[config.mk]
export PLATFORM = sky130hd
export DESIGN_NAME = dvs_event_scheduler
export DESIGN_NICKNAME = d
export VERILOG_FILES = /design/src/rtl/dvs_event_scheduler.sv
export SDC_FILE = /design/constraint.sdc
export NUM_CORES = 1
export LEC_CHECK = 0
export ABC_AREA = 1
export CAP_MARGIN = 25
export CORE_ASPECT_RATIO = 1.5
export CORE_MARGIN = 5
export CORE_UTILIZATION = 30
export DETAILED_ROUTE_END_ITERATION = 10
export GPL_ROUTABILITY_DRIVEN = 0
export SYNTH_ARGS = -nofsm -noshare
export SYNTH_HDL_FRONTEND = slang
export SYNTH_SLANG_ARGS = --single-unit
[constraint.sdc]
create_clock -name clk -period 8 [get_ports clk]
set_input_delay 2 -clock clk [delete_from_list [all_inputs] [get_ports clk]]
set_output_delay 2 -clock clk [all_outputs]
set_load 0.05 [all_outputs]
[src/rtl/dvs_event_scheduler.sv]
// DVS event scheduler: pools AER events onto a neuron grid, suppresses refractory
// repeats, buffers accepted events in a FIFO and releases them over valid/ready.
module dvs_event_scheduler #(
  parameter int FIFO_DEPTH        = 16,
  parameter int POOL_SHIFT        = 2,
  parameter int REFRACTORY_US     = 8,
  parameter int DVS_X_ADDR_BITS   = 8,
  parameter int DVS_Y_ADDR_BITS   = 8,
  parameter int TIMESTAMP_US_BITS = 16,
  localparam int NEURON_ID_BITS   = DVS_X_ADDR_BITS + DVS_Y_ADDR_BITS - 2*POOL_SHIFT,
  localparam int CNT_W            = $clog2(FIFO_DEPTH) + 1
) (
  input  logic                         clk,
  input  logic                         rst_n,
  input  logic                         enable,
  input  logic                         flush,
  input  logic [DVS_X_ADDR_BITS-1:0]   event_x,
  input  logic [DVS_Y_ADDR_BITS-1:0]   event_y,
  input  logic [TIMESTAMP_US_BITS-1:0] event_timestamp,
  input  logic                         event_polarity,
  input  logic                         new_event,
  output logic                         spike_valid,
  input  logic                         spike_ready,
  output logic [NEURON_ID_BITS-1:0]    spike_neuron_id,
  output logic                         spike_polarity,
  output logic [TIMESTAMP_US_BITS-1:0] spike_timestamp,
  output logic [CNT_W-1:0]             fifo_count,
  output logic [15:0]                  drop_count,
  output logic                         busy
);

  localparam int PTR_W   = $clog2(FIFO_DEPTH);
  localparam int ENTRY_W = NEURON_ID_BITS + 1 + TIMESTAMP_US_BITS;
  localparam logic [TIMESTAMP_US_BITS:0] REFRACTORY = (TIMESTAMP_US_BITS+1)'(REFRACTORY_US);

  typedef enum logic {OUT_EMPTY, OUT_FULL} out_state_e;

  out_state_e                   out_state_q, out_state_d;
  logic [ENTRY_W-1:0]           out_data_q, out_data_d;
  logic [ENTRY_W-1:0]           mem_q [FIFO_DEPTH];
  logic [PTR_W-1:0]             wr_ptr_q, wr_ptr_d, rd_ptr_q, rd_ptr_d;
  logic [CNT_W-1:0]             fifo_count_q, fifo_count_d;
  logic [15:0]                  drop_count_q, drop_count_d;
  logic [NEURON_ID_BITS-1:0]    last_id_q, last_id_d;
  logic                         last_pol_q, last_pol_d;
  logic [TIMESTAMP_US_BITS-1:0] last_ts_q, last_ts_d;
  logic                         last_valid_q, last_valid_d;

  logic [NEURON_ID_BITS-1:0]    cand_id;
  logic [TIMESTAMP_US_BITS-1:0] ts_diff;
  logic candidate, suppress, accept, fifo_full, fifo_empty, push, pop;
  logic unused_pool_lsbs;

  assign cand_id = {event_y[DVS_Y_ADDR_BITS-1:POOL_SHIFT], event_x[DVS_X_ADDR_BITS-1:POOL_SHIFT]};
  assign unused_pool_lsbs = ^{event_y[POOL_SHIFT-1:0], event_x[POOL_SHIFT-1:0]};

  // Timestamp distance is unsigned and wraps, so history survives counter rollover.
  always_comb begin
    candidate  = new_event && enable && !flush;
    ts_diff    = event_timestamp - last_ts_q;
    suppress   = (REFRACTORY_US != 0) && last_valid_q && (cand_id == last_id_q) &&
                 (event_polarity == last_pol_q) && ({1'b0, ts_diff} < REFRACTORY);
    accept     = candidate && !suppress;
    fifo_full  = (fifo_count_q == CNT_W'(FIFO_DEPTH));
    fifo_empty = (fifo_count_q == '0);
    push       = accept && !fifo_full;
    pop        = !flush && !fifo_empty && ((out_state_q == OUT_EMPTY) || spike_ready);
  end

  always_comb begin
    last_id_d    = last_id_q;
    last_pol_d   = last_pol_q;
    last_ts_d    = last_ts_q;
    last_valid_d = last_valid_q;
    drop_count_d = drop_count_q;
    wr_ptr_d     = wr_ptr_q;
    rd_ptr_d     = rd_ptr_q;
    fifo_count_d = fifo_count_q;
    out_state_d  = out_state_q;
    out_data_d   = out_data_q;

    if (flush) begin
      last_valid_d = 1'b0;
    end else if (accept) begin
      last_id_d    = cand_id;
      last_pol_d   = event_polarity;
      last_ts_d    = event_timestamp;
      last_valid_d = 1'b1;
    end

    if (accept && fifo_full && (drop_count_q != 16'hFFFF))
      drop_count_d = drop_count_q + 16'd1;

    if (flush) begin
      wr_ptr_d     = '0;
      rd_ptr_d     = '0;
      fifo_count_d = '0;
    end else begin
      if (push) wr_ptr_d = wr_ptr_q + PTR_W'(1);
      if (pop)  rd_ptr_d = rd_ptr_q + PTR_W'(1);
      case ({push, pop})
        2'b10:   fifo_count_d = fifo_count_q + CNT_W'(1);
        2'b01:   fifo_count_d = fifo_count_q - CNT_W'(1);
        default: fifo_count_d = fifo_count_q;
      endcase
    end

    // Output stage refills on the same edge as a handshake so spikes stream back to back.
    case (out_state_q)
      OUT_EMPTY: begin
        if (pop) begin
          out_state_d = OUT_FULL;
          out_data_d  = mem_q[rd_ptr_q];
        end
      end
      OUT_FULL: begin
        if (spike_ready) begin
          if (pop) out_data_d = mem_q[rd_ptr_q];
          else     out_state_d = OUT_EMPTY;
        end
      end
      default: out_state_d = OUT_EMPTY;
    endcase
    if (flush) out_state_d = OUT_EMPTY;
  end

  always_ff @(posedge clk) begin
    if (push) mem_q[wr_ptr_q] <= {cand_id, event_polarity, event_timestamp};
  end

  always_ff @(posedge clk or negedge rst_n) begin
    if (!rst_n) begin
      out_state_q  <= OUT_EMPTY;
      out_data_q   <= '0;
      wr_ptr_q     <= '0;
      rd_ptr_q     <= '0;
      fifo_count_q <= '0;
      drop_count_q <= '0;
      last_id_q    <= '0;
      last_pol_q   <= 1'b0;
      last_ts_q    <= '0;
      last_valid_q <= 1'b0;
    end else begin
      out_state_q  <= out_state_d;
      out_data_q   <= out_data_d;
      wr_ptr_q     <= wr_ptr_d;
      rd_ptr_q     <= rd_ptr_d;
      fifo_count_q <= fifo_count_d;
      drop_count_q <= drop_count_d;
      last_id_q    <= last_id_d;
      last_pol_q   <= last_pol_d;
      last_ts_q    <= last_ts_d;
      last_valid_q <= last_valid_d;
    end
  end

  assign spike_valid = (out_state_q == OUT_FULL);
  assign {spike_neuron_id, spike_polarity, spike_timestamp} = out_data_q;
  assign fifo_count  = fifo_count_q;
  assign drop_count  = drop_count_q;
  assign busy        = (fifo_count_q != '0) || spike_valid;

endmodule

# Yosys cells after proc, flatten, opt, wreduce, memory -nomap -nowiden
# Memories as Yosys holds them, arrays and structs flattened.
# Cells that the tools add are included.
# word_totals
reg_bits	89
mem_bits_rw	464
input_bits	39
out_inout_bits	52
word_cells	68
memories	1
# mem_list
memory	words	word_bits	read_ports	rd_clocked_by_memory_dff	wr	line_no	rtl
mem_q	16	29	1	0	1	40	logic [ENTRY_W-1:0] mem_q [FIFO_DEPTH];
# classes
n_addsub	6
n_lt_le_gt_ge	1
eq_ne	7
mux	17
bitwise	2
reduce_logical	24
# op_table
cell	n
$mux 29	2
$pmux 29 s2	1
$add 16x1->16 const B	1
$lt 16x4->1 const B	1
$mux 4	4
$ne 16x16->1 const B	1
$sub 16x16->16	1
$eq 12x12->1	1
$logic_and 1x1->1	11
$pmux 5 s2	1
$add 4x1->4 const B	2
$mux 1	7
$reduce_bool 2->1	3
$add 5x1->5 const B	1
$eq 5x5->1 const B	1
$logic_not 5->1	1
$mux 5	1
$reduce_bool 5->1	1
$sub 5x1->5 const B	1
$logic_not 1->1	4
$reduce_bool 3->1	1
$eq 2x1->1 const B	1
$eq 2x2->1 const B	1
$logic_or 1x1->1	2
5 further kinds	6

# Longest topological paths before layout
# Gate-level depths: netlist of the first run.
# depth
word_depth	10
ltp_mapped	28
mapped_depth_nobuf	28

# Worst setup path before layout of the first run
# Ideal clock, no wire load.
# synth_timing
path_kind	input port to flip-flop
from	input event_timestamp[5]
to	memory mem_q[11][0] (netlist bit), enable pin
setup_time_ps	415
t_arrival_ps	4750
required_time_ps	7585
path_slack_ps	2835
path_stages	16
path_buffers	0
path_cell_list	ha_1 -> nand2_1 -> inv_2 -> a21oi_2 -> nand2_2 -> nand2_1 -> nand2_1 -> nand2_1 -> nand2_1 -> nand3_1 -> nor2_4 -> nand3_4 -> nand3_4 -> inv_2 -> nand2_1 -> nor2_1
# synth_via
elab_chain_cells	8
# synth_lines
item	line_no	rtl
start: declaration	19	input logic [TIMESTAMP_US_BITS-1:0] event_timestamp,
$sub 16x16->16	60	ts_diff = event_timestamp - last_ts_q;
$lt 16x4->1	62	(event_polarity == last_pol_q) && ({1'b0, ts_diff} < REFRACTORY);
$logic_and 1x1->1	62	
$logic_not 1->1	63	accept = candidate && !suppress;
$logic_and 1x1->1	63	
$logic_and 1x1->1	66	push = accept && !fifo_full;
$mux 1	128	if (push) mem_q[wr_ptr_q] <= {cand_id, event_polarity, event_timestamp};
$mux 1 (not written as such)	128	
end: declaration	40	
# No other way between the ends.

# Worst setup path in the final report of the first run
# layout_timing
from	input event_timestamp[12]
to	memory mem_q[12][16] (netlist bit), enable pin
# The elaborated chain is that of the path after synthesis.

==> impl_metrics.prom, run 1 <==
# TYPE chip_impl_metric gauge
chip_impl_metric{name="post_cts_sizing_count",unit=""} 0
chip_impl_metric{name="chipWidth",unit="um"} 236
chip_impl_metric{name="period_needed",unit="ps"} 5710
chip_impl_info{name="critical-path-slowest-cell",value="clkdlybuf4s50_1"} 1
chip_impl_metric{name="totalWireLength",unit="um"} 60700
chip_impl_metric{name="rows",unit=""} 124
chip_impl_metric{name="placement.io_buffers",unit=""} 86
chip_impl_info{name="tritoncts_clock_tree",value="yes"} 1
chip_impl_metric{name="design.final.nets",unit=""} 2126
chip_impl_metric{name="post_synth_inst_count",unit=""} 1991
chip_impl_info{name="endpoint_kind",value="flop"} 1
chip_impl_metric{name="grt_use_met3",unit=""} 0.0203
chip_impl_metric{name="synth_enable_flop_cells",unit=""} 464
chip_impl_metric{name="antenna_found_initial",unit=""} 3
chip_impl_metric{name="p_leak",unit="nW"} 9.57
chip_impl_metric{name="synth_nets",unit=""} 2052
chip_impl_metric{name="design.die.area",unit="um^2"} 82200
chip_impl_metric{name="cell_internal_pwr",unit="W"} 0.00538
chip_impl_metric{name="p_sw_frac",unit=""} 0.344
chip_impl_metric{name="drt_first_pass_iters",unit=""} 6
chip_impl_metric{name="final_design_area_no_fill",unit="um^2"} 26900
chip_impl_info{name="critPathLaunchType",value="input pin"} 1
chip_impl_metric{name="synthDominantCellAreaShare",unit=""} 0.607
chip_impl_metric{name="number_of_global_route_vias_before_repair",unit=""} 15900
chip_impl_metric{name="seq_area_frac_synth",unit=""} 0.704
chip_impl_metric{name="post_cts.repair.setup_buffers",unit=""} 0
chip_impl_metric{name="syn_to_final_growth",unit="%"} 17.1
chip_impl_metric{name="timing.critical_path.slowest_cell_delay",unit="ps"} 800
chip_impl_metric{name="post_drt_wl_per_cell",unit="um"} 19.5
chip_impl_info{name="outcome",value="complete, no violations"} 1
chip_impl_metric{name="yosys_warnings",unit=""} 0
chip_impl_metric{name="grt_first_pass_wirelength",unit="um"} 93100
chip_impl_info{name="grt_busiest_layer",value="met2"} 1
chip_impl_metric{name="dr_total_vias",unit=""} 15400
chip_impl_metric{name="cts_num_sinks",unit=""} 553
chip_impl_metric{name="drt_iter0_drc",unit=""} 1036
chip_impl_metric{name="power.share.sequential",unit=""} 0.414
chip_impl_metric{name="clkSlewWorstSetupHoldPaths",unit="ps"} 60
chip_impl_metric{name="die_y",unit="um"} 349
chip_impl_metric{name="timing.critical_path.fanout_max",unit=""} 20
chip_impl_info{name="min_path_type",value="reg -> reg"} 1
chip_impl_info{name="crit_type",value="in -> reg"} 1
chip_impl_metric{name="timing.final.max_slew_violations",unit=""} 0
chip_impl_metric{name="worstPathBufferInverterCount",unit=""} 3
chip_impl_info{name="post_synth_main_area_contributors",value="edfxtp_1 (61%), dfrtp_1 (9.7%), o21ai_0 (6.6%)"} 1
chip_impl_metric{name="grtUsageTotal",unit=""} 0.143
chip_impl_metric{name="cts-buffers-inserted",unit=""} 50
chip_impl_metric{name="dp_worst_slack",unit="ps"} 1650
chip_impl_metric{name="layout.core_utilization",unit=""} 0.353
chip_impl_info{name="critical-path-top-cell-by-count",value="nand2_1"} 1
chip_impl_metric{name="setup_viol_count_final",unit=""} 0
chip_impl_metric{name="vias_per_cell",unit=""} 4.95
chip_impl_metric{name="grt_max_degree",unit=""} 128
chip_impl_metric{name="share_of_flip_flops_with_an_asynchronous_set_or_reset",unit=""} 0.161
chip_impl_metric{name="insertion_delay",unit="ps"} 590
chip_impl_metric{name="synth_area",unit="um^2"} 22900
chip_impl_metric{name="vdd_ir_drop_max",unit="uV"} 260
chip_impl_metric{name="tightestPinTransition",unit="ps"} 1000
chip_impl_metric{name="groute.layer.met2.usage",unit=""} 0.266
chip_impl_metric{name="relSlewSlack",unit=""} 0.332
chip_impl_metric{name="switching_power",unit="W"} 0.00282
chip_impl_info{name="synth_ff_type",value="edfxtp_1"} 1
chip_impl_metric{name="ctsHtreeMaxLevel",unit=""} 2
chip_impl_metric{name="critPathArrivalTime",unit="ps"} 5990
chip_impl_metric{name="grt_overflow_total",unit=""} 0
chip_impl_metric{name="top_level_ports",unit=""} 91
chip_impl_metric{name="place_area",unit="um^2"} 25100
chip_impl_metric{name="yosysUniqueCellTypes",unit=""} 39
chip_impl_metric{name="max_freq",unit="GHz"} 0.175
chip_impl_info{name="cts.root.buffer_cell",value="clkbuf_16"} 1
chip_impl_metric{name="final_hold_slack",unit="ps"} 479
chip_impl_metric{name="ant_nets",unit=""} 0
chip_impl_info{name="most_frequent_cell_after_synthesis",value="edfxtp_1"} 1
chip_impl_metric{name="ys_ff_latch",unit=""} 553
chip_impl_info{name="path_delay_family",value="simple AND/OR/NAND/NOR gates"} 1
chip_impl_metric{name="cap_violations",unit=""} 0
chip_impl_metric{name="final_layout_size_suffix_gt1_frac",unit=""} 0.0836
chip_impl_metric{name="dp_hpwl",unit="um"} 35600
chip_impl_metric{name="period_share",unit=""} 0.714
chip_impl_metric{name="worst_ep_required_time",unit="ps"} 8270
chip_impl_metric{name="clock_power_share",unit=""} 0.294
chip_impl_metric{name="cellPowerDensity",unit="nW/um^2"} 305
chip_impl_metric{name="hold_viol_final",unit=""} 0
chip_impl_metric{name="number_of_buffers_on_the_longest_clock_path",unit=""} 3
chip_impl_metric{name="drcViolationCount",unit=""} 0
chip_impl_metric{name="cts_hold_buf",unit=""} 0
chip_impl_metric{name="finalSetupTns",unit="ps"} 0
chip_impl_metric{name="timing.clock.skew",unit="ps"} 18.2
chip_impl_metric{name="grtUsageMet1",unit=""} 0.171
chip_impl_metric{name="placeable_area",unit="um^2"} 76000
chip_impl_metric{name="comb_pwr_share",unit=""} 0.292
chip_impl_info{name="yosys.area.top_type",value="edfxtp_1"} 1
chip_impl_info{name="synth_common_cells",value="edfxtp_1 (464), nor2_1 (344), o21ai_0 (304), nand2_1 (282), o22ai_1 (138)"} 1
chip_impl_info{name="crit_chain",value="clkdlybuf4s50_1 -> ha_1 -> nand2_2 -> nor2_2 -> and3_1 -> nand2_1 -> nand3b_1 -> nand2_1 -> nand2_2 -> nor2_4 -> nand3_4 -> nand3_4 -> inv_2 -> nand2_1 -> nor2_4 -> buf_4"} 1
chip_impl_info{name="grt_setup_unrepaired",value="no"} 1
chip_impl_metric{name="start_util",unit=""} 0.302
chip_impl_metric{name="synthesis.area_per_instance",unit="um^2"} 11.5
chip_impl_metric{name="finalWorstSetupSlack",unit="ps"} 2290
logic make-up after synthesis:
| kind of cell | after synthesis | share of synthesized area |
|---|---|---|
| compound gates | 488 | 0.116 |
| xor+xnor | 25 | 0.00954 |
| fa+ha+maj | 22 | 0.0120 |
| buf+inv | 211 | 0.0347 |
| flops | 553 | 0.704 |
| simple gates | 692 | 0.123 |
path summary, 6_finish.rpt:
check / slack, ps / end / start / cells past startpoint
max in group asynchronous: 5630 / rd_ptr_q[0] / rst_n / 3
worst max-delay path: 2290 / mem_q[12][16] / event_timestamp[12] / 16
worst min-delay path: 480 / out_data_q[20] / out_data_q[20] / 2
worst max register to register: 4310 / mem_q[12][16] / last_ts_q[5] / 18
worst min register to register: 480 / out_data_q[20] / out_data_q[20] / 2
min in group asynchronous: 1340 / out_data_q[6] / rst_n / 1
layout by cell type, fill, tap and decap left out, types with 8 or more instances in the layout:
master / synthesis / routed
edfxtp_1: 464 / 464
ha_1: 22 / 22
clkbuf_16: 0 / 51
clkinv_1: 1 / 11
dfrtp_1: 89 / 86
inv_2: 11 / 13
o32ai_1: 9 / 9
nor2_1: 344 / 328
clkbuf_1: 98 / 11
nand2_1: 282 / 281
clkdlybuf4s50_1: 0 / 85
nor2_4: 2 / 18
o21ai_1: 15 / 15
o22ai_1: 138 / 138
a21oi_1: 15 / 15
inv_1: 93 / 91
xnor2_1: 8 / 8
o21ai_0: 304 / 304
xor2_1: 17 / 17
buf_4: 0 / 35
nand3_1: 26 / 26
registers in the layout, summed over array words and instances (netlist names):
signal / count
mem_q: 464
out_data_q: 29
drop_count: 16
last_ts_q: 16
last_id_q: 12
fifo_count: 5
rd_ptr_q: 4
wr_ptr_q: 4
last_pol_q: 1
last_valid_q: 1
spike_valid: 1
power by group through the flow:
| stage | registers [W] | logic, W | clock network, W |
|---|---|---|---|
| 5_1_grt | 0.00342 | 0.00264 | 0.00256 |
| 4_1_cts | 0.00340 | 0.00238 | 0.00246 |
| 3_3_place_gp | 0.00348 | 0.00227 | 0 |
| 6_report | 0.00339 | 0.00239 | 0.00241 |
| 3_5_place_dp | 0.00346 | 0.00237 | 0 |
| 2_1_floorplan | 0.00370 | 0.00136 | 0 |
tightest hold or removal path, stage by stage, from the launching register on:
cell and delay, ps:
dfrtp_1 340, nand2_1 50, nand2_1 50
stage by stage:
stage          instances  power, W
2_1_floorplan       1991   0.00506
3_3_place_gp        3013   0.00575
3_5_place_dp        3017   0.00583
4_1_cts             3110   0.00823
5_1_grt             3114   0.00862
6_report            3116   0.00820
routing by layer:
layer | vias up | share of wire
met5 | - | 0.00040
met4 | 4 | 0.030
met3 | 109 | 0.054
li1 | 7180 | -
met1 | 7686 | 0.39
met2 | 450 | 0.53
layout make-up:
| cell class | instances | area, um^2 |
|---|---|---|
| Fill cell | 7456 | 49200 |
| Antenna cell | 2 | 5.00 |
| Timing Repair Buffer | 128 | 1300 |
| Clock buffer | 65 | 1360 |
| Sequential cell | 553 | 16200 |
| Inverter | 105 | 399 |
| Tap cell | 1008 | 1260 |
| Multi-Input combinational cell | 1227 | 6110 |
| Clock inverter | 28 | 269 |
Power figures use the tool's default switching activity.
==> run 2: changes to the inputs <==
==> constraint.sdc (replaced) <==
create_clock -name clk -period 5.1 [get_ports clk]
set_input_delay 1.275 -clock clk [delete_from_list [all_inputs] [get_ports clk]]
set_output_delay 1.275 -clock clk [all_outputs]
set_load 0.05 [all_outputs]
==> run 2 against run 1 <==
Effect of this change: register-to-register slack lost 2600 ps; count of clock-buffer cells in the layout shrank 1; worst setup slack lost 1300 ps; final area grew 2.4%; clock power grew 70%; non-clock buffer count grew 33; wire length grew 5.6%; global-route usage grew 0.87 points; clock skew grew 26 ps; core utilization grew 0.84 points; largest cell class unchanged; largest power group unchanged.
==> impl_metrics.prom, run 2 (synthesized netlist as in run 1, its figures left out) <==
# TYPE chip_impl_metric gauge
chip_impl_info{name="outcome",value="complete, no violations"} 1
chip_impl_metric{name="start_util",unit=""} 0.302
chip_impl_metric{name="post_cts.repair.setup_buffers",unit=""} 0
chip_impl_info{name="registers.top_by_ff_count",value="mem_q"} 1
chip_impl_metric{name="drcViolationCount",unit=""} 0
chip_impl_info{name="worstHoldStart",value="out_data_q[2]"} 1
chip_impl_metric{name="worst_ep_required_time",unit="ps"} 5590
chip_impl_metric{name="top_level_ports",unit=""} 91
chip_impl_metric{name="cts_num_sinks",unit=""} 553
chip_impl_metric{name="placeable_area",unit="um^2"} 76000
chip_impl_metric{name="finalSetupTns",unit="ps"} 0
chip_impl_metric{name="worst_setup_slack_for_register_to_register_paths",unit="ps"} 1670
chip_impl_metric{name="cap_violations",unit=""} 0
chip_impl_info{name="tritoncts_clock_tree",value="yes"} 1
chip_impl_metric{name="post_drt_wl_per_cell",unit="um"} 20.3
chip_impl_metric{name="placement.io_buffers",unit=""} 86
chip_impl_info{name="endpoint_kind",value="flop"} 1
chip_impl_metric{name="final_layout_size_suffix_gt1_frac",unit=""} 0.103
chip_impl_metric{name="antenna_found_initial",unit=""} 3
chip_impl_info{name="min_path_type",value="reg -> reg"} 1
chip_impl_metric{name="design.final.nets",unit=""} 2160
chip_impl_metric{name="drt_first_pass_iters",unit=""} 6
chip_impl_metric{name="cts_hold_buf",unit=""} 0
chip_impl_metric{name="number_of_buffers_on_the_longest_clock_path",unit=""} 3
chip_impl_metric{name="insertion_delay",unit="ps"} 640
chip_impl_metric{name="ctsHtreeMaxLevel",unit=""} 2
chip_impl_metric{name="die_y",unit="um"} 349
chip_impl_metric{name="number_of_global_route_vias_before_repair",unit=""} 16100
chip_impl_metric{name="timing.clock.skew",unit="ps"} 44.6
chip_impl_metric{name="ant_nets",unit=""} 0
chip_impl_metric{name="relSlewSlack",unit=""} 0.298
chip_impl_metric{name="critPathArrivalTime",unit="ps"} 4560
chip_impl_metric{name="vdd_ir_drop_max",unit="uV"} 293
chip_impl_metric{name="period_needed",unit="ps"} 4070
chip_impl_metric{name="clkSlewWorstSetupHoldPaths",unit="ps"} 60
chip_impl_info{name="grt_setup_unrepaired",value="no"} 1
chip_impl_metric{name="dr_total_vias",unit=""} 15800
chip_impl_metric{name="totalWireLength",unit="um"} 64000
chip_impl_metric{name="post_cts_sizing_count",unit=""} 0
chip_impl_info{name="final_common_cell",value="edfxtp_1"} 1
chip_impl_metric{name="post-place-cells",unit=""} 3053
chip_impl_metric{name="chipWidth",unit="um"} 236
chip_impl_metric{name="instances_no_fill",unit=""} 3150
chip_impl_metric{name="timing.critical_path.fanout_max",unit=""} 6
chip_impl_metric{name="vias_per_cell",unit=""} 5.01
chip_impl_metric{name="max_freq",unit="GHz"} 0.246
chip_impl_metric{name="timing.final.max_slew_violations",unit=""} 0
chip_impl_metric{name="grt_max_degree",unit=""} 96
chip_impl_metric{name="syn_to_final_growth",unit="%"} 19.9
chip_impl_metric{name="grt_first_pass_wirelength",unit="um"} 97300
chip_impl_metric{name="grt_overflow_total",unit=""} 0
chip_impl_info{name="critPathLaunchType",value="input pin"} 1
chip_impl_metric{name="design.die.area",unit="um^2"} 82200
chip_impl_info{name="worst_r2r_startpoint",value="rd_ptr_q[1]"} 1
chip_impl_metric{name="dp_hpwl",unit="um"} 38000
chip_impl_metric{name="setup_viol_count_final",unit=""} 0
chip_impl_metric{name="flip_flop_count_of_the_largest_register_all_copies_and_words_added",unit=""} 464
chip_impl_info{name="layout.cells.most_common_list",value="edfxtp_1 (464), nor2_1 (328), o21ai_0 (304)"} 1
chip_impl_metric{name="p_leak",unit="nW"} 9.86
chip_impl_metric{name="drt_iter0_drc",unit=""} 1292
chip_impl_metric{name="cellPowerDensity",unit="nW/um^2"} 480
chip_impl_metric{name="cts-buffers-inserted",unit=""} 51
chip_impl_info{name="layout_top_registers",value="mem_q: 464 flops, out_data_q: 29 flops"} 1
chip_impl_metric{name="hold_viol_final",unit=""} 0
chip_impl_metric{name="grtUsageTotal",unit=""} 0.152
chip_impl_metric{name="period_share",unit=""} 0.798
chip_impl_info{name="setup.worst_path.start",value="event_timestamp[14]"} 1
chip_impl_metric{name="tightestPinTransition",unit="ps"} 1050
chip_impl_info{name="crit_type",value="in -> reg"} 1
chip_impl_metric{name="rows",unit=""} 124
chip_impl_info{name="cts.root.buffer_cell",value="clkbuf_16"} 1
==> run 2: cell count changes in the layout (fill, tap and decap cells not counted), sizes merged <==
| cell | change |
|---|---|
| bufinv | +3 |
| diode | -1 |
| clkinv | -2 |
| clkbuf | -1 |
| clkinvlp | +1 |
| inv | +1 |
| buf | +33 |
==> run 2: report_power, final <==
group          leakage [nW]  internal, W  switching, W
sequential             5.28      0.00511      0.000227
clock                 0.883      0.00235       0.00174
combinational          3.69      0.00117       0.00260
==> run 2: final cells by class <==
type | instances | area, um^2
Fill cell | 7390 | 48500
Sequential cell | 553 | 16200
Multi-Input combinational cell | 1227 | 6110
Timing Repair Buffer | 161 | 1750
Clock buffer | 64 | 1380
Tap cell | 1008 | 1260
Clock inverter | 31 | 439
Inverter | 105 | 399
Antenna cell | 1 | 2.50
==> run 2: metal layers <==
metal | GRT usage | up-vias | routed length [um]
met5 | 0 | - | 21
met4 | 0.0599 | 4 | 2250
met3 | 0.0238 | 130 | 3950
met2 | 0.272 | 589 | 32700
met1 | 0.184 | 7816 | 25100
li1 | - | 7249 | -
==> run 2: stage by stage <==
step	hold WS [ps]	instance area [um^2]	util	setup slack [ps]	power [W]
floorplan	450	22900	-	660	0.00794
global placement	465	25700	0.338	372	0.00913
detailed placement	468	25700	0.338	404	0.00922
CTS	485	27500	0.361	1040	0.0133
global route	511	27500	0.362	801	0.0139
finish	479	27500	0.362	1030	0.0132
==> run 2: worst paths after layout <==
check                                  to  depth (start not counted)
min reg2reg                 out_data_q[2]                          2
min in group asynchronous  out_data_q[14]                          1
max in group asynchronous   out_data_q[3]                          2
min                         out_data_q[2]                          2
max reg2reg                out_data_q[22]                          8
max                         fifo_count[4]                         23
==> run 2: critical path: stages <==
cell,delay (ps)
clkdlybuf4s50_1,650
ha_1,460
nand2_1,130
inv_1,50
nand2_1,50
nand2_1,50
a21oi_1,170
nand3_1,110
nand2_1,100
nand3_1,110
nor2_4,110
nand3_4,110
nand3_4,120
buf_4,170
nand2_4,70
inv_1,80
ha_1,280
nand4_1,120
nand2_1,50
inv_1,60
nand3_1,80
nand3_1,90
nand2_1,50
==> run 3: changes to the inputs <==
==> constraint.sdc (replaced) <==
create_clock -name clk -period 3.5 [get_ports clk]
set_input_delay 0.875 -clock clk [delete_from_list [all_inputs] [get_ports clk]]
set_output_delay 0.875 -clock clk [all_outputs]
set_load 0.05 [all_outputs]
==> run 3 against run 2 <==
Effect of this change: hold slack worse by 260 ps; worst setup slack worse by 910 ps; sequential cell count did not move; combinational power increased by 53%; register-to-register slack worse by 1100 ps; sequential share of layout area shrank 1.6 points; largest power group unchanged; critical path depth fell by 2; global-route usage fell by 0.11 points; non-clock buffer count grew 75; via count up 1.5%; count of clock-buffer cells in the layout grew 5; first-iteration DRC count is 8.2% lower; largest cell class unchanged.
==> impl_metrics.prom, run 3 (synthesized netlist as in run 1, its figures left out) <==
# TYPE chip_impl_metric gauge
chip_impl_info{name="outcome",value="complete, no violations"} 1
chip_impl_metric{name="design.final.nets",unit=""} 2236
chip_impl_info{name="final_common_cell",value="edfxtp_1"} 1
chip_impl_metric{name="r2r.worst_path.cells",unit=""} 20
chip_impl_info{name="tritoncts_clock_tree",value="yes"} 1
chip_impl_info{name="cts.root.buffer_cell",value="clkbuf_16"} 1
chip_impl_metric{name="timing.critical_path.slowest_cell_delay",unit="ps"} 480
chip_impl_metric{name="grtUsageTotal",unit=""} 0.151
chip_impl_info{name="critPathLaunchType",value="input pin"} 1
chip_impl_metric{name="worst_ep_required_time",unit="ps"} 3830
chip_impl_metric{name="ant_nets",unit=""} 0
chip_impl_info{name="crit_type",value="in -> reg"} 1
chip_impl_metric{name="start_util",unit=""} 0.302
chip_impl_info{name="min_path_type",value="in -> async"} 1
chip_impl_metric{name="grt_overflow_total",unit=""} 0
chip_impl_metric{name="rows",unit=""} 124
chip_impl_info{name="crit_chain",value="clkdlybuf4s50_1 -> buf_6 -> ha_1 -> nand2_1 -> inv_2 -> buf_4 -> and3_1 -> nand2_1 -> nand2_1 -> nand2_1 -> nand2_1 -> nand2_2 -> nor2_4 -> nand3_4 -> nand3_4 -> inv_2 -> nand2_1 -> buf_4 -> nor2_4 -> buf_12 -> buf_6"} 1
chip_impl_metric{name="relSlewSlack",unit=""} 0.444
chip_impl_metric{name="final_layout_size_suffix_gt1_frac",unit=""} 0.140
chip_impl_metric{name="die_y",unit="um"} 349
chip_impl_metric{name="insertedDiodeCount",unit=""} 0
chip_impl_metric{name="insertion_delay",unit="ps"} 640
chip_impl_metric{name="critPathArrivalTime",unit="ps"} 3710
chip_impl_metric{name="placement.io_buffers",unit=""} 86
chip_impl_metric{name="worstSetupPathDepth",unit=""} 21
chip_impl_metric{name="period_needed",unit="ps"} 3380
chip_impl_info{name="layout_top_registers",value="mem_q: 464 flops, out_data_q: 29 flops"} 1
chip_impl_info{name="path_delay_family",value="buffers and inverters"} 1
chip_impl_info{name="layout.cells.most_common_list",value="edfxtp_1 (464), nor2_1 (327), o21ai_0 (304)"} 1
chip_impl_metric{name="placeable_area",unit="um^2"} 76000
chip_impl_metric{name="cts_num_sinks",unit=""} 553
chip_impl_metric{name="dr_total_vias",unit=""} 16000
chip_impl_info{name="endpoint_kind",value="flop"} 1
chip_impl_metric{name="layout.core_utilization",unit=""} 0.372
chip_impl_metric{name="number_of_buffers_on_the_longest_clock_path",unit=""} 3
chip_impl_metric{name="timing.critical_path.fanout_max",unit=""} 10
chip_impl_info{name="setup.worst_path.start",value="event_timestamp[6]"} 1
chip_impl_info{name="grt_setup_unrepaired",value="yes"} 1
chip_impl_metric{name="timing.clock.skew",unit="ps"} 33.8
chip_impl_metric{name="hold_viol_final",unit=""} 0
chip_impl_metric{name="dp_hpwl",unit="um"} 40000
chip_impl_metric{name="number_of_global_route_vias_before_repair",unit=""} 16100
chip_impl_metric{name="setup_viol_count_final",unit=""} 0
chip_impl_metric{name="clkSlewWorstSetupHoldPaths",unit="ps"} 60
chip_impl_metric{name="drt_first_pass_iters",unit=""} 5
chip_impl_metric{name="ctsHtreeMaxLevel",unit=""} 2
chip_impl_metric{name="top_level_ports",unit=""} 91
chip_impl_metric{name="max_freq",unit="GHz"} 0.296
chip_impl_metric{name="grt_first_pass_wirelength",unit="um"} 96900
chip_impl_metric{name="chipWidth",unit="um"} 236
chip_impl_metric{name="p_leak",unit="nW"} 10.3
chip_impl_metric{name="finalSetupTns",unit="ps"} 0
chip_impl_metric{name="drcViolationCount",unit=""} 0
chip_impl_metric{name="grt_max_degree",unit=""} 162
chip_impl_metric{name="cap_violations",unit=""} 0
chip_impl_metric{name="dp_worst_slack",unit="ps"} -599
chip_impl_metric{name="tightestPinTransition",unit="ps"} 834
chip_impl_metric{name="worstPathBufferInverterCount",unit=""} 8
chip_impl_metric{name="syn_to_final_growth",unit="%"} 23.4
chip_impl_metric{name="vdd_ir_drop_max",unit="uV"} 457
chip_impl_info{name="critical-path-slowest-cell",value="clkdlybuf4s50_1"} 1
chip_impl_metric{name="design.die.area",unit="um^2"} 82200
chip_impl_info{name="critical-path-top-cell-by-count",value="nand2_1"} 1
chip_impl_metric{name="period_share",unit=""} 0.965
chip_impl_metric{name="final.fill_count",unit=""} 7343
chip_impl_info{name="worst_r2r_startpoint",value="last_ts_q[4]"} 1
chip_impl_metric{name="cts-buffers-inserted",unit=""} 52
chip_impl_metric{name="vias_per_cell",unit=""} 4.96
chip_impl_metric{name="antenna_found_initial",unit=""} 0
chip_impl_metric{name="timing.final.max_slew_violations",unit=""} 0
chip_impl_metric{name="totalWireLength",unit="um"} 64900
chip_impl_info{name="registers.top_by_ff_count",value="mem_q"} 1
chip_impl_metric{name="finalWorstSetupSlack",unit="ps"} 123
chip_impl_metric{name="flip_flop_count_of_the_largest_register_all_copies_and_words_added",unit=""} 464
chip_impl_metric{name="cellPowerDensity",unit="nW/um^2"} 680
chip_impl_metric{name="post_drt_wl_per_cell",unit="um"} 20.1
chip_impl_metric{name="drt_iter0_drc",unit=""} 1186
[run 3: changes by cell type in the layout (fill, tap and decap cells not counted), moves of 4 or more]
cell | before | now
clkbuf_1 | 8 | 13
ha_1 | 22 | 13
clkbuf_16 | 51 | 56
ha_4 | 0 | 7
bufinv_16 | 8 | 3
buf_4 | 50 | 108
clkdlybuf4s50_1 | 85 | 81
buf_12 | 25 | 38
[run 3: worst reg2reg max path: cells and delay by family, from the launching register on]
kind / cells / cell delay (ps)
AND/OR/NAND/NOR: 13 / 1070
buffers and inverters: 5 / 780
flip-flops: 1 / 360
adder cells (fa/ha/maj): 1 / 250
AO/OA/AOI/OAI: 1 / 170
[run 3: worst paths after layout]
kind	endpoint	slack (ps)
setup / recovery	mem_q[12][24]	120
hold / removal	drop_count[4]	220
setup reg to reg	mem_q[12][24]	560
hold reg to reg	out_data_q[11]	480
max in group asynchronous	out_data_q[12]	2470
min in group clk	out_data_q[11]	480
[run 3: power by group]
group	internal [W]	switching [W]	total, W	leakage, nW
clock	0.00315	0.00259	0.00574	0.846
sequential	0.00745	0.000311	0.00776	5.28
combinational	0.00188	0.00388	0.00576	4.15
total	0.0125	0.00677	0.0193	10.3
[run 3: cell type report]
| type | count | area, um^2 | share of cell area |
|---|---|---|---|
| well taps | 1008 | 1260 | 0.0446 |
| clock buffers | 69 | 1430 | 0.0504 |
| multi-input cells | 1227 | 6230 | 0.220 |
| inverters | 105 | 399 | 0.0141 |
| flip-flops and latches | 553 | 16200 | 0.571 |
| repair buffers | 236 | 2510 | 0.0888 |
| clock inverters | 29 | 308 | 0.0109 |
[run 3: metrics by stage]
step | area (um^2) | total power [W] | hold WS [ps] | cells
global route | 28300 | 0.0202 | 235 | 3227
floorplan | 23000 | 0.0116 | 450 | 1991
detailed placement | 26300 | 0.0136 | 466 | 3121
global placement | 26300 | 0.0135 | 465 | 3121
finish | 28300 | 0.0193 | 222 | 3227
CTS | 28000 | 0.0193 | 218 | 3219
[run 3: repair_timing]
| item | CTS | global route |
|---|---|---|
| hold buffers | 0 | 0 |
| pin swaps | 0 | 4 |
| endpoints found under the setup margin | 1 | 426 |
| setup buffers | 0 | 6 |
| gates resized for setup | 1 | 22 |
| gates cloned | 0 | 2 |
[run 3: per-layer routing]
metal | global-route usage | part of all wire
met1 | 0.175 | 0.38
met2 | 0.282 | 0.53
met3 | 0.0227 | 0.049
met4 | 0.0552 | 0.034
met5 | 0 | 0
